$ cat config.mk
export PLATFORM = sky130hd
export DESIGN_NAME = spi_xfer_seq
export DESIGN_NICKNAME = d
export VERILOG_FILES = /design/src/rtl/spi_xfer_seq.sv
export SDC_FILE = /design/constraint.sdc
export NUM_CORES = 1
export LEC_CHECK = 0
export CORE_ASPECT_RATIO = 1.5
export CORE_UTILIZATION = 50
export CTS_CLUSTER_SIZE = 10
export DETAILED_ROUTE_END_ITERATION = 8
export HOLD_SLACK_MARGIN = 0.12
export PLACE_DENSITY = 0.75
export SLEW_MARGIN = 20
export SYNTH_ARGS = -nofsm -noshare
export SYNTH_HDL_FRONTEND = slang
export SYNTH_SLANG_ARGS = --single-unit
$ cat constraint.sdc
create_clock -name clk_i -period 5.35 [get_ports clk_i]
set_input_delay 1.07 -clock clk_i [delete_from_list [all_inputs] [get_ports clk_i]]
set_output_delay 1.07 -clock clk_i [all_outputs]
set_load 0.005 [all_outputs]
$ cat src/rtl/spi_xfer_seq.sv
// Transfer sequencer in front of the SPI host core: buffers TX words, runs
// CFG/TX/GO/wait/read cycles on the core register bus, and queues RX words.
module spi_xfer_seq #(
    parameter int unsigned DEPTH     = 8,
    parameter logic [7:0]  ADDR_TX   = 8'h00,
    parameter logic [7:0]  ADDR_RX   = 8'h00,
    parameter logic [7:0]  ADDR_CTRL = 8'h10,
    parameter logic [31:0] CTRL_WORD = 32'h0000_F008,
    parameter int unsigned GO_BIT    = 8
) (
    input  logic                       clk_i,
    input  logic                       rst_ni,
    input  logic [31:0]                tx_data_i,
    input  logic                       tx_valid_i,
    output logic                       tx_ready_o,
    output logic [31:0]                rx_data_o,
    output logic                       rx_valid_o,
    input  logic                       rx_ready_i,
    output logic [7:0]                 core_addr_o,
    output logic [31:0]                core_wdata_o,
    output logic [3:0]                 core_be_o,
    output logic                       core_we_o,
    output logic                       core_re_o,
    input  logic [31:0]                core_rdata_i,
    input  logic                       core_done_i,
    output logic                       busy_o,
    output logic [$clog2(DEPTH):0]     tx_level_o,
    output logic [$clog2(DEPTH):0]     rx_level_o
);

    localparam int unsigned PW = $clog2(DEPTH);
    localparam int unsigned LW = PW + 1;
    localparam logic [LW-1:0] FULL_LVL = LW'(DEPTH);
    localparam logic [31:0]   GO_WORD  = CTRL_WORD | (32'd1 << GO_BIT);

    typedef enum logic [2:0] {
        S_IDLE, S_CFG, S_LOAD, S_GO, S_WAIT, S_READ, S_CAPT
    } state_t;

    state_t          state;
    logic            ctrl_init;

    logic [31:0]     tx_mem [DEPTH];
    logic [PW-1:0]   tx_wr, tx_rd;
    logic [LW-1:0]   tx_lvl;
    logic [31:0]     rx_mem [DEPTH];
    logic [PW-1:0]   rx_wr, rx_rd;
    logic [LW-1:0]   rx_lvl;

    logic            tx_push_c, tx_pop_c, rx_push_c, rx_pop_c, start_c;
    logic [31:0]     tx_head_c;

    assign tx_ready_o = (tx_lvl != FULL_LVL);
    assign rx_valid_o = (rx_lvl != '0);
    assign tx_level_o = tx_lvl;
    assign rx_level_o = rx_lvl;
    assign tx_head_c  = tx_mem[tx_rd];
    assign rx_data_o  = rx_valid_o ? rx_mem[rx_rd] : '0;

    // Start only with a TX word queued and a free RX slot for its reply.
    assign start_c   = (tx_lvl != '0) && (rx_lvl != FULL_LVL);
    assign tx_push_c = tx_valid_i && tx_ready_o;
    assign tx_pop_c  = ((state == S_IDLE) && start_c && ctrl_init) || (state == S_CFG);
    assign rx_push_c = (state == S_CAPT);
    assign rx_pop_c  = rx_ready_i && rx_valid_o;

    always_ff @(posedge clk_i) begin
        if (tx_push_c) tx_mem[tx_wr] <= tx_data_i;
        if (rx_push_c) rx_mem[rx_wr] <= core_rdata_i;
    end

    always_ff @(posedge clk_i or negedge rst_ni) begin
        if (!rst_ni) begin
            tx_wr  <= '0;
            tx_rd  <= '0;
            tx_lvl <= '0;
            rx_wr  <= '0;
            rx_rd  <= '0;
            rx_lvl <= '0;
        end else begin
            if (tx_push_c) tx_wr <= tx_wr + PW'(1);
            if (tx_pop_c)  tx_rd <= tx_rd + PW'(1);
            if (rx_push_c) rx_wr <= rx_wr + PW'(1);
            if (rx_pop_c)  rx_rd <= rx_rd + PW'(1);
            unique case ({tx_push_c, tx_pop_c})
                2'b10:   tx_lvl <= tx_lvl + LW'(1);
                2'b01:   tx_lvl <= tx_lvl - LW'(1);
                default: tx_lvl <= tx_lvl;
            endcase
            unique case ({rx_push_c, rx_pop_c})
                2'b10:   rx_lvl <= rx_lvl + LW'(1);
                2'b01:   rx_lvl <= rx_lvl - LW'(1);
                default: rx_lvl <= rx_lvl;
            endcase
        end
    end

    // Bus outputs are registered alongside the state they belong to.
    always_ff @(posedge clk_i or negedge rst_ni) begin
        if (!rst_ni) begin
            state        <= S_IDLE;
            ctrl_init    <= 1'b0;
            core_addr_o  <= '0;
            core_wdata_o <= '0;
            core_be_o    <= 4'hF;
            core_we_o    <= 1'b0;
            core_re_o    <= 1'b0;
            busy_o       <= 1'b0;
        end else begin
            core_we_o <= 1'b0;
            core_re_o <= 1'b0;
            unique case (state)
                S_IDLE: begin
                    if (start_c) begin
                        busy_o    <= 1'b1;
                        core_we_o <= 1'b1;
                        if (ctrl_init) begin
                            state        <= S_LOAD;
                            core_addr_o  <= ADDR_TX;
                            core_wdata_o <= tx_head_c;
                        end else begin
                            state        <= S_CFG;
                            core_addr_o  <= ADDR_CTRL;
                            core_wdata_o <= CTRL_WORD;
                        end
                    end
                end
                S_CFG: begin
                    ctrl_init    <= 1'b1;
                    state        <= S_LOAD;
                    core_we_o    <= 1'b1;
                    core_addr_o  <= ADDR_TX;
                    core_wdata_o <= tx_head_c;
                end
                S_LOAD: begin
                    state        <= S_GO;
                    core_we_o    <= 1'b1;
                    core_addr_o  <= ADDR_CTRL;
                    core_wdata_o <= GO_WORD;
                end
                S_GO: state <= S_WAIT;
                S_WAIT: begin
                    if (core_done_i) begin
                        state       <= S_READ;
                        core_re_o   <= 1'b1;
                        core_addr_o <= ADDR_RX;
                    end
                end
                S_READ: state <= S_CAPT;
                S_CAPT: begin
                    state  <= S_IDLE;
                    busy_o <= 1'b0;
                end
                default: state <= S_IDLE;
            endcase
        end
    end

endmodule

==> impl_metrics.env <==
export IMPL_ys_async_sr_fraction_pct=10.49
export IMPL_min_path_cells=1
export IMPL_placementRows=93
export IMPL_dieArea_um2=44880
export IMPL_hold_violations=0
export IMPL_place_hpwl_mm=24.02
export IMPL_htreeDepth=3
export IMPL_grt_use_met3_pct=3.266
export IMPL_avgRoutedWirePerCell_um=23.72
export IMPL_met1_usage_pct=23.82
export IMPL_vias=10436
export IMPL_critPathCaptureType="output port"
export IMPL_max_vdd_ir_drop_v=0.0003618
export IMPL_grt_ovfl_total=0
export IMPL_crit_path_max_incr_delay_ns=1.01
export IMPL_hold_end="core_wdata_o[9]"
export IMPL_final_net_count=1294
export IMPL_crit_type="reg -> out"
export IMPL_coreArea_um2=43170
export IMPL_grt_pass1_vias=11353
export IMPL_power_density_nw_per_um2=536.5
export IMPL_critPathSlowestCell="dfrtp_4"
export IMPL_final_common_cell="edfxtp_1"
export IMPL_die_h_um=259.0
export IMPL_seqPwrFrac_pct=43.8
export IMPL_r2r_slack_ns=2.20
export IMPL_root_buffer="clkbuf_16"
export IMPL_ant_nets=0
export IMPL_portBuffers=146
export IMPL_critPathTopFamily="flip-flops"
export IMPL_drv_cap=0
export IMPL_status="complete, no violations"
export IMPL_cts_buffer_depth=3
export IMPL_max_slew_margin_pct=34.12
export IMPL_worstReg2RegStart="rx_level_o[2]"
export IMPL_cp_data_required_time_ns=4.28
export IMPL_final_period_utilization_pct=78.87
export IMPL_reg2reg_depth=12
export IMPL_tightestPinTransition_ns=0.9882
export IMPL_io_pins=158
export IMPL_whs_ns=0.4858
export IMPL_cts_made_buffers=67
export IMPL_clock_skew_ns=0.01576
export IMPL_cp_max_fo=45
export IMPL_grt_pass1_wl_mm=67.07
export IMPL_antenna_found_initial=0
export IMPL_drc_errors=0
export IMPL_met2_usage_pct=36.31
export IMPL_clkPwrFrac_pct=28.9
export IMPL_cp_start_kind="flop"
export IMPL_leakagePower_nw=8.733
export IMPL_fp_dieW_um=173.3
export IMPL_syn_cell_area_um2=22010
export IMPL_power_frac_comb_pct=27.3
export IMPL_yosys_register_bits=572
export IMPL_ys_warnings_count=4
export IMPL_synth_ff_type="edfxtp_1"
export IMPL_cts_tree="built"
export IMPL_synth_cell_types=47
export IMPL_cts_resized=0
export IMPL_drive_gt1_share_pct=21.07
export IMPL_arrival_ns=3.15
export IMPL_syn_mean_instance_area_um2=21.54
export IMPL_drt_wl_total_mm=43.12
export IMPL_cts_sinks=572
export IMPL_vias_per_cell=5.740
export IMPL_rr_endpoint="tx_level_o[2]"
export IMPL_period_minus_slack_ns=4.220
export IMPL_cts_hold_buffers=0
export IMPL_synthToLayoutAreaGrowth_pct=18.84
export IMPL_nFillCells=2975
export IMPL_hold_path_class="reg -> reg"
export IMPL_clkSlewWorstSetupHoldPaths_ns=0.05
export IMPL_cts_setup_buffers=0
export IMPL_grt_max_degree=46
export IMPL_internal_power_mw=10.09
export IMPL_utilization_pct=60.59
export IMPL_start_util_pct=50.98
export IMPL_synth_edf_count=512
export IMPL_setup_viol=0
export IMPL_maxSlewViolCount=0
export IMPL_path_buf_inv=2
export IMPL_first_iter_violations=636
export IMPL_insertion_delay_ns=0.57
export IMPL_startpoint="rx_rd[0]"
export IMPL_tns_ns=0
export IMPL_hp_start="core_wdata_o[9]"
export IMPL_rsz0062_at_grt="false"
export IMPL_globalplace_congestion=0.7548
export IMPL_sw_frac_of_total_pct=28.08
export IMPL_first_pass_iters=5
export IMPL_crit_chain="buf_12 > mux4_2 > mux2i_1 > nor2_1 > clkdlybuf4s50_1"
export IMPL_antenna_cells=0
export IMPL_switchingPower_mw=3.941
export IMPL_max_freq_mhz=237.0
export IMPL_synthCells=1022
export IMPL_grtUsageTotal_pct=19.94
export IMPL_yosysSeqAreaShare_pct=76.68
export IMPL_grt_busiest_layer="met2"
export IMPL_p_total_mw=14.03
export IMPL_final_cell_mix="edfxtp_1 (512), clkdlybuf4s50_1 (145), mux4_2 (128)"
-- worst max-delay path by stage --
stage,end,depth (start not counted)
2_1_floorplan,tx_mem[0][0],2
3_3_place_gp,rx_data_o[20],5
3_5_place_dp,rx_data_o[26],5
4_1_cts,rx_data_o[26],5
5_1_grt,rx_data_o[22],5
6_report,rx_data_o[26],5
-- through the flow --
step                      worst slack (ns)  cells  instance area (µm²)
final                                1.130   1818                26160
after global routing                0.8982   1818                26160
after CTS                            1.033   1818                26160
after detailed placement             1.678   1715                24230
after global placement               1.676   1715                24230
after floorplan                     0.5273   1032                22050
-- worst reg2reg max path, stage by stage, from the launching register on --
cell and delay (ns):
dfrtp_1 0.45, nor4b_2 0.43, o31a_1 0.18, nand2b_1 0.11, buf_4 0.42, inv_1 0.28, ha_1 0.31, xor2_1 0.18
ha_1 0.19, a21oi_1 0.14, xor2_1 0.15, nor2_1 0.06, xor2_1 0.14
-- final cells by class --
class | instances | area [µm²] | area share (%)
clock buffers | 100 | 1886 | 7.208
well taps | 570 | 713.2 | 2.726
clock inverters | 3 | 43.79 | 0.1674
repair buffers | 173 | 1672 | 6.390
flip-flops and latches | 572 | 16890 | 64.57
inverters | 11 | 48.80 | 0.1865
multi-input cells | 389 | 4906 | 18.76
-- power by group through the flow --
stage | registers (mW) | clock network, mW | logic, mW
5_1_grt | 6.25 | 4.29 | 4.16
2_1_floorplan | 5.77 | 0 | 2.76
4_1_cts | 6.17 | 4.13 | 3.92
3_3_place_gp | 6.22 | 0 | 3.83
3_5_place_dp | 6.25 | 0 | 3.89
6_report | 6.15 | 4.05 | 3.83
-- cell families (layout without fill, tap and decap cells) --
family	after synthesis	after routing	share of synthesized area (%)
DFF	572	572	76.68
muxes	197	197	16.28
and+or+nand+nor	100	100	2.126
buffers and inverters	71	287	1.717
AOI/OAI and AO/OA	54	54	1.887
xor gates and xnor gates	16	16	0.6367
adders and majority gates	11	11	0.6594
other	1	11	0.01704
-- flip-flops by register name, indices dropped and copies added (netlist names) --
name / count
rx_level_o: 4
ctrl_init: 1
core_re_o: 1
state: 3
core_wdata_o: 32
rx_mem: 256
core_we_o: 1
tx_wr: 3
rx_wr: 3
core_addr_o: 1
tx_level_o: 4
tx_rd: 3
tx_mem: 256
rx_rd: 3
busy_o: 1
-- cells in the mapped netlist, types with 2 or more instances --
| master | instances | area (µm²) |
|---|---|---|
| a21o_1 | 2 | 15.01 |
| mux4_2 | 128 | 2883 |
| xnor2_1 | 9 | 78.83 |
| a2bb2oi_1 | 4 | 35.03 |
| buf_2 | 17 | 85.08 |
| nor2_1 | 48 | 180.2 |
| mux2i_1 | 64 | 640.6 |
| mux2_2 | 4 | 45.04 |
| buf_6 | 2 | 22.52 |
| nor2b_1 | 3 | 18.77 |
| edfxtp_1 | 512 | 15370 |
| nor4_2 | 2 | 25.02 |
| clkbuf_1 | 18 | 67.56 |
| nor3_1 | 9 | 45.04 |
| a21oi_1 | 8 | 40.04 |
| nor4_1 | 2 | 12.51 |
| nand2b_1 | 6 | 37.54 |
| dfrtp_1 | 60 | 1501 |
| inv_1 | 10 | 37.54 |
| nand3_1 | 2 | 10.01 |
| buf_1 | 9 | 33.78 |
| o21ai_0 | 6 | 30.03 |
| o2bb2ai_1 | 26 | 227.7 |
| ha_1 | 10 | 125.1 |
| nand2_1 | 21 | 78.83 |
| xor2_1 | 7 | 61.31 |
| buf_8 | 2 | 30.03 |
| buf_4 | 12 | 90.09 |
-- layer usage --
layer	vias up	routed length, µm	part of all wire (%)
met2	333	23510	55
met3	81	2188	5.1
met5	-	0	0
li1	4532	-	-
met1	5490	16410	38
met4	0	1015	2.4
Power figures use the tool's default switching activity.
